### config.mk
export PLATFORM = sky130hd
export DESIGN_NAME = fifo_sync_ctrl
export DESIGN_NICKNAME = d
export VERILOG_FILES = /design/src/rtl/fifo_sync_ctrl.sv
export SDC_FILE = /design/constraint.sdc
export NUM_CORES = 1
export LEC_CHECK = 0
export CORE_ASPECT_RATIO = 0.7
export CORE_MARGIN = 4
export CORE_UTILIZATION = 38
export CTS_BUF_LIST = sky130_fd_sc_hd__clkbuf_4 sky130_fd_sc_hd__clkbuf_8 sky130_fd_sc_hd__clkbuf_16
export DETAILED_ROUTE_END_ITERATION = 6
export SYNTH_ARGS = -nofsm -noshare
export SYNTH_HDL_FRONTEND = slang
export SYNTH_SLANG_ARGS = --single-unit
### constraint.sdc
create_clock -name clk -period 2.5 [get_ports clk]
set_clock_uncertainty 0.05 [all_clocks]
set_input_delay 0.75 -clock clk [delete_from_list [all_inputs] [get_ports clk]]
set_output_delay 0.75 -clock clk [all_outputs]
set_load 0.005 [all_outputs]
### src/rtl/fifo_sync_ctrl.sv
// -----------------------------------------------------------------------------
// fifo_sync_ctrl
//
// Single-clock pointer/flag controller for a dual-port FIFO memory array. The
// memory has a registered read port (r_data <= memory[r_addre] on every edge)
// and writes memory[w_addre] on an edge where its write enable is high.
//
// The controller:
//   - generates write and read addresses that wrap at depth, which does not
//     have to be a power of two
//   - tracks occupancy and derives the full/empty and almost-full/almost-empty
//     flags from it
//   - raises rd_valid in the cycle where r_data holds the popped word
//   - keeps sticky overflow/underflow error bits for the register file
//
// Ports:
//   clk          : single clock for all state
//   rst          : asynchronous, active-high reset
//   w_inc        : push request (write data is presented to the memory in the
//                  same cycle)
//   r_inc        : pop request
//   clr_err      : synchronous clear of the overflow/underflow sticky bits
//   w_addre      : write address to the memory
//   r_addre      : read address to the memory
//   mem_w_en     : accepted push, drives the memory write enable (combinational)
//   full         : count == depth
//   empty        : count == 0
//   almost_full  : count >= almost_full_thr
//   almost_empty : count <= almost_empty_thr
//   count        : current occupancy, 0..depth
//   rd_valid     : memory r_data holds the popped word this cycle
//   overflow     : sticky, push requested while full
//   underflow    : sticky, pop requested while empty
// -----------------------------------------------------------------------------
module fifo_sync_ctrl #(
  parameter int depth            = 10,
  parameter int address_width    = 4,
  parameter int almost_full_thr  = 8,
  parameter int almost_empty_thr = 2
) (
  input  logic                     clk,
  input  logic                     rst,
  input  logic                     w_inc,
  input  logic                     r_inc,
  input  logic                     clr_err,
  output logic [address_width-1:0] w_addre,
  output logic [address_width-1:0] r_addre,
  output logic                     mem_w_en,
  output logic                     full,
  output logic                     empty,
  output logic                     almost_full,
  output logic                     almost_empty,
  output logic [address_width:0]   count,
  output logic                     rd_valid,
  output logic                     overflow,
  output logic                     underflow
);

  localparam int count_width = address_width + 1;

  localparam logic [address_width-1:0] addr_zero  = {address_width{1'b0}};
  localparam logic [address_width-1:0] addr_one   = address_width'(1);
  localparam logic [address_width-1:0] addr_last  = address_width'(depth - 1);
  localparam logic [count_width-1:0]   count_zero = {count_width{1'b0}};
  localparam logic [count_width-1:0]   count_one  = count_width'(1);
  localparam logic [count_width-1:0]   count_full = count_width'(depth);
  localparam logic [count_width-1:0]   af_level   = count_width'(almost_full_thr);
  localparam logic [count_width-1:0]   ae_level   = count_width'(almost_empty_thr);

  // Address after an accepted transfer: wraps from depth-1 back to zero, so
  // the unused codes depth..2^address_width-1 are never produced.
  function automatic logic [address_width-1:0] ptr_next(
    input logic [address_width-1:0] ptr
  );
    logic [address_width-1:0] nxt;
    if (ptr == addr_last) begin
      nxt = addr_zero;
    end else begin
      nxt = ptr + addr_one;
    end
    return nxt;
  endfunction

  // Registered state
  logic [address_width-1:0] w_addr_r;
  logic [address_width-1:0] r_addr_r;
  logic [count_width-1:0]   count_r;
  logic                     full_r;
  logic                     empty_r;
  logic                     almost_full_r;
  logic                     almost_empty_r;
  logic                     rd_valid_r;
  logic                     overflow_r;
  logic                     underflow_r;

  // Next-state values
  logic                     push_ok_s;
  logic                     pop_ok_s;
  logic [address_width-1:0] w_addr_nxt_s;
  logic [address_width-1:0] r_addr_nxt_s;
  logic [count_width-1:0]   count_nxt_s;
  logic                     full_nxt_s;
  logic                     empty_nxt_s;
  logic                     almost_full_nxt_s;
  logic                     almost_empty_nxt_s;
  logic                     overflow_nxt_s;
  logic                     underflow_nxt_s;

  // Acceptance uses the registered flags only, so requests never see a flag
  // derived from themselves.
  always_comb begin
    push_ok_s = w_inc & ~full_r;
    pop_ok_s  = r_inc & ~empty_r;
  end

  // Pointer advance on accepted transfers.
  always_comb begin
    w_addr_nxt_s = w_addr_r;
    r_addr_nxt_s = r_addr_r;
    if (push_ok_s) begin
      w_addr_nxt_s = ptr_next(w_addr_r);
    end else begin
      w_addr_nxt_s = w_addr_r;
    end
    if (pop_ok_s) begin
      r_addr_nxt_s = ptr_next(r_addr_r);
    end else begin
      r_addr_nxt_s = r_addr_r;
    end
  end

  // Occupancy update; a simultaneous accepted push and pop cancel out.
  always_comb begin
    count_nxt_s = count_r;
    case ({push_ok_s, pop_ok_s})
      2'b10:   count_nxt_s = count_r + count_one;
      2'b01:   count_nxt_s = count_r - count_one;
      default: count_nxt_s = count_r;
    endcase
  end

  // Flags come from the next-state count so they line up with the new count.
  always_comb begin
    full_nxt_s         = (count_nxt_s == count_full);
    empty_nxt_s        = (count_nxt_s == count_zero);
    almost_full_nxt_s  = (count_nxt_s >= af_level);
    almost_empty_nxt_s = (count_nxt_s <= ae_level);
  end

  // Sticky errors: a set event in the same cycle as clr_err wins.
  always_comb begin
    overflow_nxt_s  = overflow_r;
    underflow_nxt_s = underflow_r;
    if (w_inc & full_r) begin
      overflow_nxt_s = 1'b1;
    end else if (clr_err) begin
      overflow_nxt_s = 1'b0;
    end else begin
      overflow_nxt_s = overflow_r;
    end
    if (r_inc & empty_r) begin
      underflow_nxt_s = 1'b1;
    end else if (clr_err) begin
      underflow_nxt_s = 1'b0;
    end else begin
      underflow_nxt_s = underflow_r;
    end
  end

  // Pointer and occupancy registers.
  always_ff @(posedge clk or posedge rst) begin
    if (rst) begin
      w_addr_r <= addr_zero;
      r_addr_r <= addr_zero;
      count_r  <= count_zero;
    end else begin
      w_addr_r <= w_addr_nxt_s;
      r_addr_r <= r_addr_nxt_s;
      count_r  <= count_nxt_s;
    end
  end

  // Status flag registers; reset reflects an empty FIFO.
  always_ff @(posedge clk or posedge rst) begin
    if (rst) begin
      full_r         <= 1'b0;
      empty_r        <= 1'b1;
      almost_full_r  <= 1'b0;
      almost_empty_r <= 1'b1;
    end else begin
      full_r         <= full_nxt_s;
      empty_r        <= empty_nxt_s;
      almost_full_r  <= almost_full_nxt_s;
      almost_empty_r <= almost_empty_nxt_s;
    end
  end

  // Read-valid strobe: the memory captures memory[old r_addre] on the same
  // edge that advances r_addre, so the popped word is on r_data next cycle.
  always_ff @(posedge clk or posedge rst) begin
    if (rst) begin
      rd_valid_r <= 1'b0;
    end else begin
      rd_valid_r <= pop_ok_s;
    end
  end

  // Sticky error registers.
  always_ff @(posedge clk or posedge rst) begin
    if (rst) begin
      overflow_r  <= 1'b0;
      underflow_r <= 1'b0;
    end else begin
      overflow_r  <= overflow_nxt_s;
      underflow_r <= underflow_nxt_s;
    end
  end

  // Output mapping; mem_w_en must act on the current edge, so it stays
  // combinational from w_inc and the registered full flag.
  always_comb begin
    mem_w_en     = push_ok_s;
    w_addre      = w_addr_r;
    r_addre      = r_addr_r;
    count        = count_r;
    full         = full_r;
    empty        = empty_r;
    almost_full  = almost_full_r;
    almost_empty = almost_empty_r;
    rd_valid     = rd_valid_r;
    overflow     = overflow_r;
    underflow    = underflow_r;
  end

endmodule

==> metrics, run 1 <==
dominant cells by area after synthesis dfrtp_1, xnor2_1, dfstp_2, o21ai_0, xor2_2; Worst Setup Start Kind primary input; arrival time worst endpoint 2.46 ns; Remaining Overflow, GRT 0; ys flop type dfrtp_1; outcome completed; Cell Pwr Density 1330 nW/um2; highest-count cells in the layout ignoring fill and taps clkdlybuf4s50_1, dfrtp_1, buf_4; Via density 4.93; slew margin rel. 77.7%; count of final hold-check violations 0; Routed WL about 2.4 mm; DP HPWL around 1.8 mm; die height 52.8 um; post-synthesis sequential area ratio a little under half; Core ar. 2590 um2; gr busiest metal met2; grt met3 use 4.41%; Storage cell area 503 um2; synth-to-layout area growth 39.6%; Clock Latency Late Sink 0.26 ns; DR vias 868; Mapped Nets approximately 110; Die ar. 3790 um2; fin crit share 94.4%; number of synthesized flops with an enable pin 0; fmax around 420 MHz; CTS tree built; cell depth of the worst flop-to-flop path 9; largest net degree at the start of global routing 21; Wirelength per Cell 13.9 um; Setup crit end almost_empty; Rows 15; H-tree lvl count 1; reg2reg setup slack 0.17 ns; routability cong. 0.859; synth warn 0; met1 usage 18.5%; ant diodes 0; Worst-Margin Slew 0.335 ns; final hold slack 0.491 ns; CTS root buffer clkbuf_8; top cell type's share of synthesized area about two fifths; Critical R2R Capture almost_empty; Clock Path Buffers 2; Synth area leader dfrtp_1; CTS Sinks 20; 1st-iter DRT viols 20; syn_area_per_cell 10.7 um2; RSZ-0062 raised after global routing no; drt first pass iters 4; reg-to-reg startpoint empty; Tot GR Track Use 14.1%; I/O pin count 26; P_leak 0.646 nW; Seq cells post-synth 20; Post-Syn Instances 102; Layout Nets 150; Crit Path Max Fanout 5; commonest non-fill, non-tap cell in the layout clkdlybuf4s50_1; Layout Utilization 58.6%; Synth cell types 37; peak supply drop 535 uV; async set-reset flop share out of synthesis 100%; Req. time, crit path 2.60 ns; final slew viol count 0; total CTS buffers 3; total power 2.01 mW; clock-pin slew on the worst setup and hold paths 0.07 ns; Initial Util between 40% and 50%; crit path time final 2.36 ns; met2 Usage GRT 23.2%; Crit. Startpoint w_inc; Syn Std Cell Area 1090 um2; share of cells above drive strength 1 26.8%; via count of the first global-routing pass 878; Setup-failing EPs final 0; setup_tns 0 ns; first-pass GRT wire length 4.11 mm; ANT nets after route 0; Crit Path Class in -> reg; antenna violations before repair 0; filler cell count 226; Port Buffers 25; area of the multi-input gates between 500 and 600 um2; number of max-cap violations 0; worst min path class reg -> reg; die width about 72 um; crit end category register; DRC 0; Hold Crit Depth 2
stage by stage:
stage / setup WS [ns] / cells / area (um2)
floorplan: 0.114 / 102 / 1090
global placement: -0.490 / 169 / 1450
detailed placement: -0.536 / 169 / 1450
CTS: 0.0308 / 173 / 1490
global route: 0.0645 / 176 / 1520
finish: 0.141 / 176 / 1520
cells by family after synthesis:
family                     Yosys count  synth area share [%]
AOI/OAI and AO/OA                   19                  12.7
buffers and inverters               13                  6.10
DFF                                 20                  46.3
xor gates and xnor gates            11                  10.2
adders and majority gates            2                  2.30
and+or+nand+nor                     35                  20.6
muxes                                2                  1.84
registers in the layout (all words and copies together) (netlist names):
| register | cells |
|---|---|
| almost_empty | 1 |
| w_addre | 4 |
| overflow | 1 |
| rd_valid | 1 |
| full | 1 |
| r_addre | 4 |
| underflow | 1 |
| empty | 1 |
| count | 5 |
| almost_full | 1 |
worst min path at each step:
stage / from / to / slack, ns
floorplan: full / overflow / 0.44
global placement: w_addre[0] / w_addre[0] / 0.46
detailed placement: r_addre[0] / r_addre[0] / 0.47
CTS: r_addre[0] / r_addre[0] / 0.49
global route: r_addre[0] / r_addre[0] / 0.50
finish: overflow / overflow / 0.49
area by class of cell:
cell class	instances	share of cell area, %
multi-input cells	69	35.0
clock buffers	4	3.22
repair buffers	40	23.2
flip-flops and latches	20	33.1
well taps	34	2.80
inverters	9	2.72
layer usage:
metal / vias up / wire length [um]
met2: 24 / 1100
met5: - / 0
met4: 0 / 13
met1: 422 / 1150
li1: 420 / -
met3: 2 / 175
synthesized netlist by cell type (2+ instances only):
| cell type | number |
|---|---|
| dfrtp_1 | 18 |
| nand2_1 | 8 |
| inv_1 | 7 |
| o21ai_0 | 7 |
| xnor2_1 | 7 |
| nor2b_1 | 5 |
| nor2_1 | 4 |
| nor3_1 | 4 |
| nor3b_1 | 3 |
| a211oi_1 | 2 |
| a21o_1 | 2 |
| a21oi_1 | 2 |
| buf_2 | 2 |
| dfstp_2 | 2 |
| ha_1 | 2 |
| mux2i_1 | 2 |
| nand2b_4 | 2 |
| nand3_1 | 2 |
| xor2_1 | 2 |
| xor2_2 | 2 |
critical path, cell delays in order:
cell and delay (ns):
buf_2 0.11, nand2b_4 0.07, inv_4 0.08, nor2_8 0.04, xor2_1 0.14, ha_2 0.20
a21oi_4 0.13, mux2i_1 0.10, nor4_2 0.35, xor2_2 0.18, a2111oi_2 0.31
where the power goes:
group,internal (mW),switching (mW)
clock network,0.124,0.102
logic,0.646,0.503
registers,0.475,0.162
total,1.25,0.767
repair_timing:
item / in CTS / in global routing
buffers inserted: 0 / 3
pin swaps: 2 / 3
setup endpoints to repair: 6 / 4
hold buffers: 0 / 0
resized for setup: 5 / 6
(Power assumes the default switching activity.)
==> run 2, diff against run 1 <==
- CORE_MARGIN: 4 -> 5
- RECOVER_POWER: unset -> 50
- clock period: 2.5 -> 2.35 ns (I/O delays scaled with it)
==> run 2 against run 1 <==
- global-route usage down 1.5 points
- via count down 4.5%
- non-clock buffer count down 2
- worst setup slack worse by 0.054 ns
- critical path depth unchanged
- largest cell class unchanged
- cell area up 0.58%
- sequential cell count unchanged
- critical endpoint is now almost_full
- sequential share of layout area down 0.19 points
- count of clock-buffer cells in the layout unchanged
==> metrics, run 2 (synthesis gave the netlist of run 1 again) <==
CTS tree built (unchanged); Layout Utilization 55.3% (was 58.6%); Die ar. 4050 um2 (was 3790 um2); RSZ-0062 raised after global routing yes (was no); Rows 16 (was 15); Crit Path Class in -> reg (unchanged); DP HPWL 1.67 mm (was 1.81 mm); H-tree lvl count 1 (unchanged); Layout Nets 148 (was 150); I/O pin count 26 (unchanged); Via density 4.71 (was 4.93); first-pass GRT wire length 3.75 mm (was 4.11 mm); reg2reg setup slack 0.09 ns (was 0.17 ns); clock-pin slew on the worst setup and hold paths 0.07 ns (about the same); Worst-Margin Slew 1.07 ns (was 0.335 ns); peak supply drop 529 uV (was 535 uV); largest net degree at the start of global routing 21 (unchanged); Worst Setup Start Kind primary input (unchanged); synth-to-layout area growth 40.4% (was 39.6%); Req. time, crit path 2.44 ns (was 2.60 ns); placed cells 169 (unchanged); CTS root buffer clkbuf_8 (unchanged); DR vias 829 (was 868); Port Buffers 25 (unchanged); Setup-failing EPs final 0 (unchanged); fmax 442 MHz; ant diodes 0 (unchanged); antenna violations before repair 0 (unchanged); commonest non-fill, non-tap cell in the layout clkdlybuf4s50_1 (unchanged); Routed WL 2.26 mm (was 2.44 mm); Final Cell Area 1530 um2 (was 1520 um2); DRC 0 (unchanged); final slew viol count 0 (unchanged); outcome completed (unchanged); routability cong. 0.818 (was 0.859); die height 54.8 um (was 52.8 um); crit path time final 2.26 ns; Tot GR Track Use 12.6% (was 14.1%); Initial Util 39.4% (was 42.0%); CP peak stage delay 0.36 ns (was 0.35 ns); slew margin rel. 28.9% (was 77.7%); count of final hold-check violations 0 (unchanged); critical-path cell list buf_2, nand2b_4, inv_4, nor2_8, xor2_1, ha_2, a21oi_4, mux2i_1, nor4_2, xor2_2, or2_1 (was buf_2, nand2b_4, inv_4, nor2_8, xor2_1, ha_2, a21oi_4, mux2i_1, nor4_2, xor2_2, a2111oi_2); Largest Register count (unchanged); final hold slack 0.467 ns (was 0.491 ns); total CTS buffers 3 (unchanged); hold_buf cts 0 (unchanged); via count of the first global-routing pass 769 (was 878); DP Worst Slack -0.599 ns (was -0.536 ns); Largest register FFs 5 (unchanged); Remaining Overflow, GRT 0 (unchanged); Clock Path Buffers 2 (unchanged); 1st-iter DRT viols 20 (unchanged); CTS Sinks 20 (unchanged); worst min path class reg -> reg (unchanged); fin crit share 96.3%; Wirelength per Cell 12.8 um (was 13.9 um); ANT nets after route 0 (unchanged); crit end category register (unchanged); die width 73.9 um (was 71.9 um); Post-Layout Cell Count 176 (unchanged); arrival time worst endpoint 2.35 ns (was 2.46 ns); Clock Latency Late Sink 0.26 ns (about the same); share of cells above drive strength 1 25.7% (was 26.8%); DP Area 1430 um2 (was 1450 um2); P_leak 0.644 nW (was 0.646 nW); highest-count cells in the layout ignoring fill and taps clkdlybuf4s50_1, dfrtp_1, buf_4 (unchanged); final setup margin 0.0871 ns (was 0.141 ns); Cell Pwr Density 1390 nW/um2 (was 1330 nW/um2); Crit Path Max Fanout 5 (unchanged); slowest cell on the critical path nor4_2 (unchanged); drt first pass iters 4 (unchanged); number of max-cap violations 0 (unchanged); Core ar. 2760 um2 (was 2590 um2)
[run 2: per-stage QoR]
stage               setup TNS, ns  power [mW]
global placement            -3.71        1.79
floorplan                       0        1.33
global route              -0.0670        2.30
finish                          0        2.13
detailed placement          -3.75        1.80
CTS                             0        2.13
[run 2: area by class of cell]
cell class	count	area (um2)
Clock buffer	4	55.1
Fill cell	236	1240
Inverter	9	41.3
Multi-Input combinational cell	69	549
Sequential cell	20	503
Tap cell	36	45.0
Timing Repair Buffer	38	333
[run 2: critical path, delay by kind of cell]
| kind | cells | cell delay [ns] |
|---|---|---|
| AO/OA/AOI/OAI | 1 | 0.13 |
| adder cells (fa/ha/maj) | 1 | 0.21 |
| XOR/XNOR | 2 | 0.30 |
| multiplexers | 1 | 0.10 |
| buffers and inverters | 2 | 0.20 |
| AND/OR/NAND/NOR | 4 | 0.71 |
[run 2: timing repair]
item                                    in CTS  in global routing
buffers inserted                             2                  1
pin swaps                                    2                  5
gates resized for setup                      8                  5
endpoints found under the setup margin       7                  4
hold endpoints to repair                     0                  0
[run 2: worst paths after layout]
check                      startpoint           to  depth (start not counted)
max                             w_inc  almost_full                         11
max reg2reg                     empty  almost_full                          9
min in group asynchronous         rst   w_addre[3]                          3
min reg2reg                w_addre[0]   w_addre[0]                          1
min                        w_addre[0]   w_addre[0]                          1
max in group asynchronous         rst     count[3]                          3
[run 2: power breakdown]
group          leakage [nW]  internal (mW)  switching, mW
clock                0.0288          0.149          0.110
sequential            0.239          0.505          0.180
combinational         0.376          0.671          0.513
[run 2: per-layer routing]
layer,share of wire (%),GRT usage [%],routed length [um]
met5,0,0,0
met3,7.4,5.32,168
met4,0.80,3.61,18
met2,40,17.5,901
met1,52,17.8,1170
==> RTL change (settings of run 1) <==
Register the output `count`, cleared by the reset; this adds one clock of latency there. The other outputs are not delayed to match.
--- a/src/rtl/fifo_sync_ctrl.sv
+++ b/src/rtl/fifo_sync_ctrl.sv
@@ -69,2 +69,4 @@
 
+  logic [address_width:0] count_d;
+
   // Address after an accepted transfer: wraps from depth-1 back to zero, so
@@ -224,3 +226,3 @@
     r_addre      = r_addr_r;
-    count        = count_r;
+    count_d      = count_r;
     full         = full_r;
@@ -234,2 +236,10 @@
 
+  always_ff @(posedge clk or posedge rst) begin
+    if (rst) begin
+      count <= '0;
+    end else begin
+      count <= count_d;
+    end
+  end
+
 endmodule
Formal check against the unedited RTL: not equivalent (a bounded check fails within 4 cycles, from zero or initial values and one cycle with rst high).
==> RTL change against run 1 <==
  * Sequential cell count up 5
  * Setup slack better by 51 ps
  * Clock power up 5%
  * Fmax up 2.2%
  * Via count up 0.69%
  * Wire length down 2.6%
  * Cell area up 8.2%
  * Critical path type unchanged
  * Total power up 7.3%
  * Die area up 10%
  * Synthesized area up 12%
==> RTL change: results (changes against run 1) <==
metric,value,unit,change
status,completed,,unchanged
dp_hpwl,1670,µm,was 1810 µm
min_to,count[4]$_DFF_PP0_,,was overflow$_DFFE_PP0P_
timing.rr.end,almost_full$_DFF_PP0_,,was almost_empty$_DFF_PP1_
hold-path-cell-count,0,,was 2
synth_nets,114,,was 109
crit_path_end,almost_full$_DFF_PP0_,,was almost_empty$_DFF_PP1_
drt_iter0_drc,28,,was 20
r2r_slack,200,ps,was 170 ps
ys_seq_area_frac,0.518,,was 0.463
grt.total_usage,0.127,,was 0.141
fin_hold_ws,406,ps,was 491 ps
globalplace.congestion,0.826,,was 0.859
power,2.16,mW,was 2.01 mW
fmaxAchievable,433,MHz,was 424 MHz
nFillCells,236,,was 226
insertion_delay,270,ps,
dp_slack,-498,ps,was -536 ps
switchingPower,809,µW,was 767 µW
drive_gt1_frac,0.257,,was 0.268
p_leak,0.693,nW,was 0.646 nW
synth_top_cells_by_area,"dfrtp_1 47%, xnor2_1 5.1%, dfstp_2 4.3%",,"was dfrtp_1 41%, xnor2_1 5.6%, dfstp_2 4.8%"
worst_slew_pin_slew,481,ps,was 335 ps
final_nets,152,,was 150
avgViaCountPerCell,4.86,,was 4.93
synth_commonest_cells,"23 x dfrtp_1, 8 x nand2_1, 7 x inv_1, 7 x o21ai_0, 7 x xnor2_1",,"was 18 x dfrtp_1, 8 x nand2_1, 7 x inv_1, 7 x o21ai_0, 7 x xnor2_1"
post_drt_wl_per_cell,13.2,µm,was 13.9 µm
==> RTL change: cell types whose count changed in the layout (fill, tap and decap cells not counted) <==
cell       before  now
dfrtp_1        18   23
buf_4          15   12
a2111oi_2       1    0
a2111oi_4       0    1
clkbuf_4        1    0
clkinv_2        0    1
nor3_1          4    3
nor3_2          0    1
nor3b_1         3    2
nor3b_2         0    1
==> RTL change: what timing repair did <==
action,in CTS,in global routing
endpoints found under the setup margin,6,4
hold endpoints to repair,0,0
buffers inserted,0,2
gates resized for setup,5,9
pin swaps,3,5
==> RTL change: per-stage QoR <==
| stage | utilization | TNS, ps | cell area (µm²) | instances |
|---|---|---|---|---|
| final | 0.562 | 0 | 1640 | 180 |
| after global routing | 0.562 | 0 | 1640 | 180 |
| after CTS | 0.548 | 0 | 1600 | 178 |
| after detailed placement | 0.533 | -2950 | 1560 | 174 |
| after global placement | 0.533 | -2720 | 1560 | 174 |
| after floorplan | - | 0 | 1210 | 107 |
==> RTL change: cell families after synthesis <==
kind of cell,Yosys count,share of synthesized area
adders and majority gates,2,0.0206
muxes,2,0.0165
buffers and inverters,13,0.0547
xor gates and xnor gates,11,0.0918
DFF,25,0.518
and+or+nand+nor,35,0.185
AOI/OAI and AO/OA,19,0.114
==> RTL change: metal layers <==
layer	global-route usage	vias up	part of all wire	wire length, µm
met5	0	-	0	0
met4	0.0449	0	0.015	36
met1	0.196	404	0.50	1190
met3	0.0399	5	0.070	167
li1	-	433	-	-
met2	0.164	32	0.41	986
==> RTL change: final cells by class <==
type,instances,area [µm²],share of cell area
inverters,9,41.3,0.0251
clock buffers,3,41.3,0.0251
well taps,36,45.0,0.0274
multi-input cells,69,553,0.337
flip-flops and latches,25,628,0.382
clock inverters,1,5.00,0.00305
repair buffers,37,329,0.200
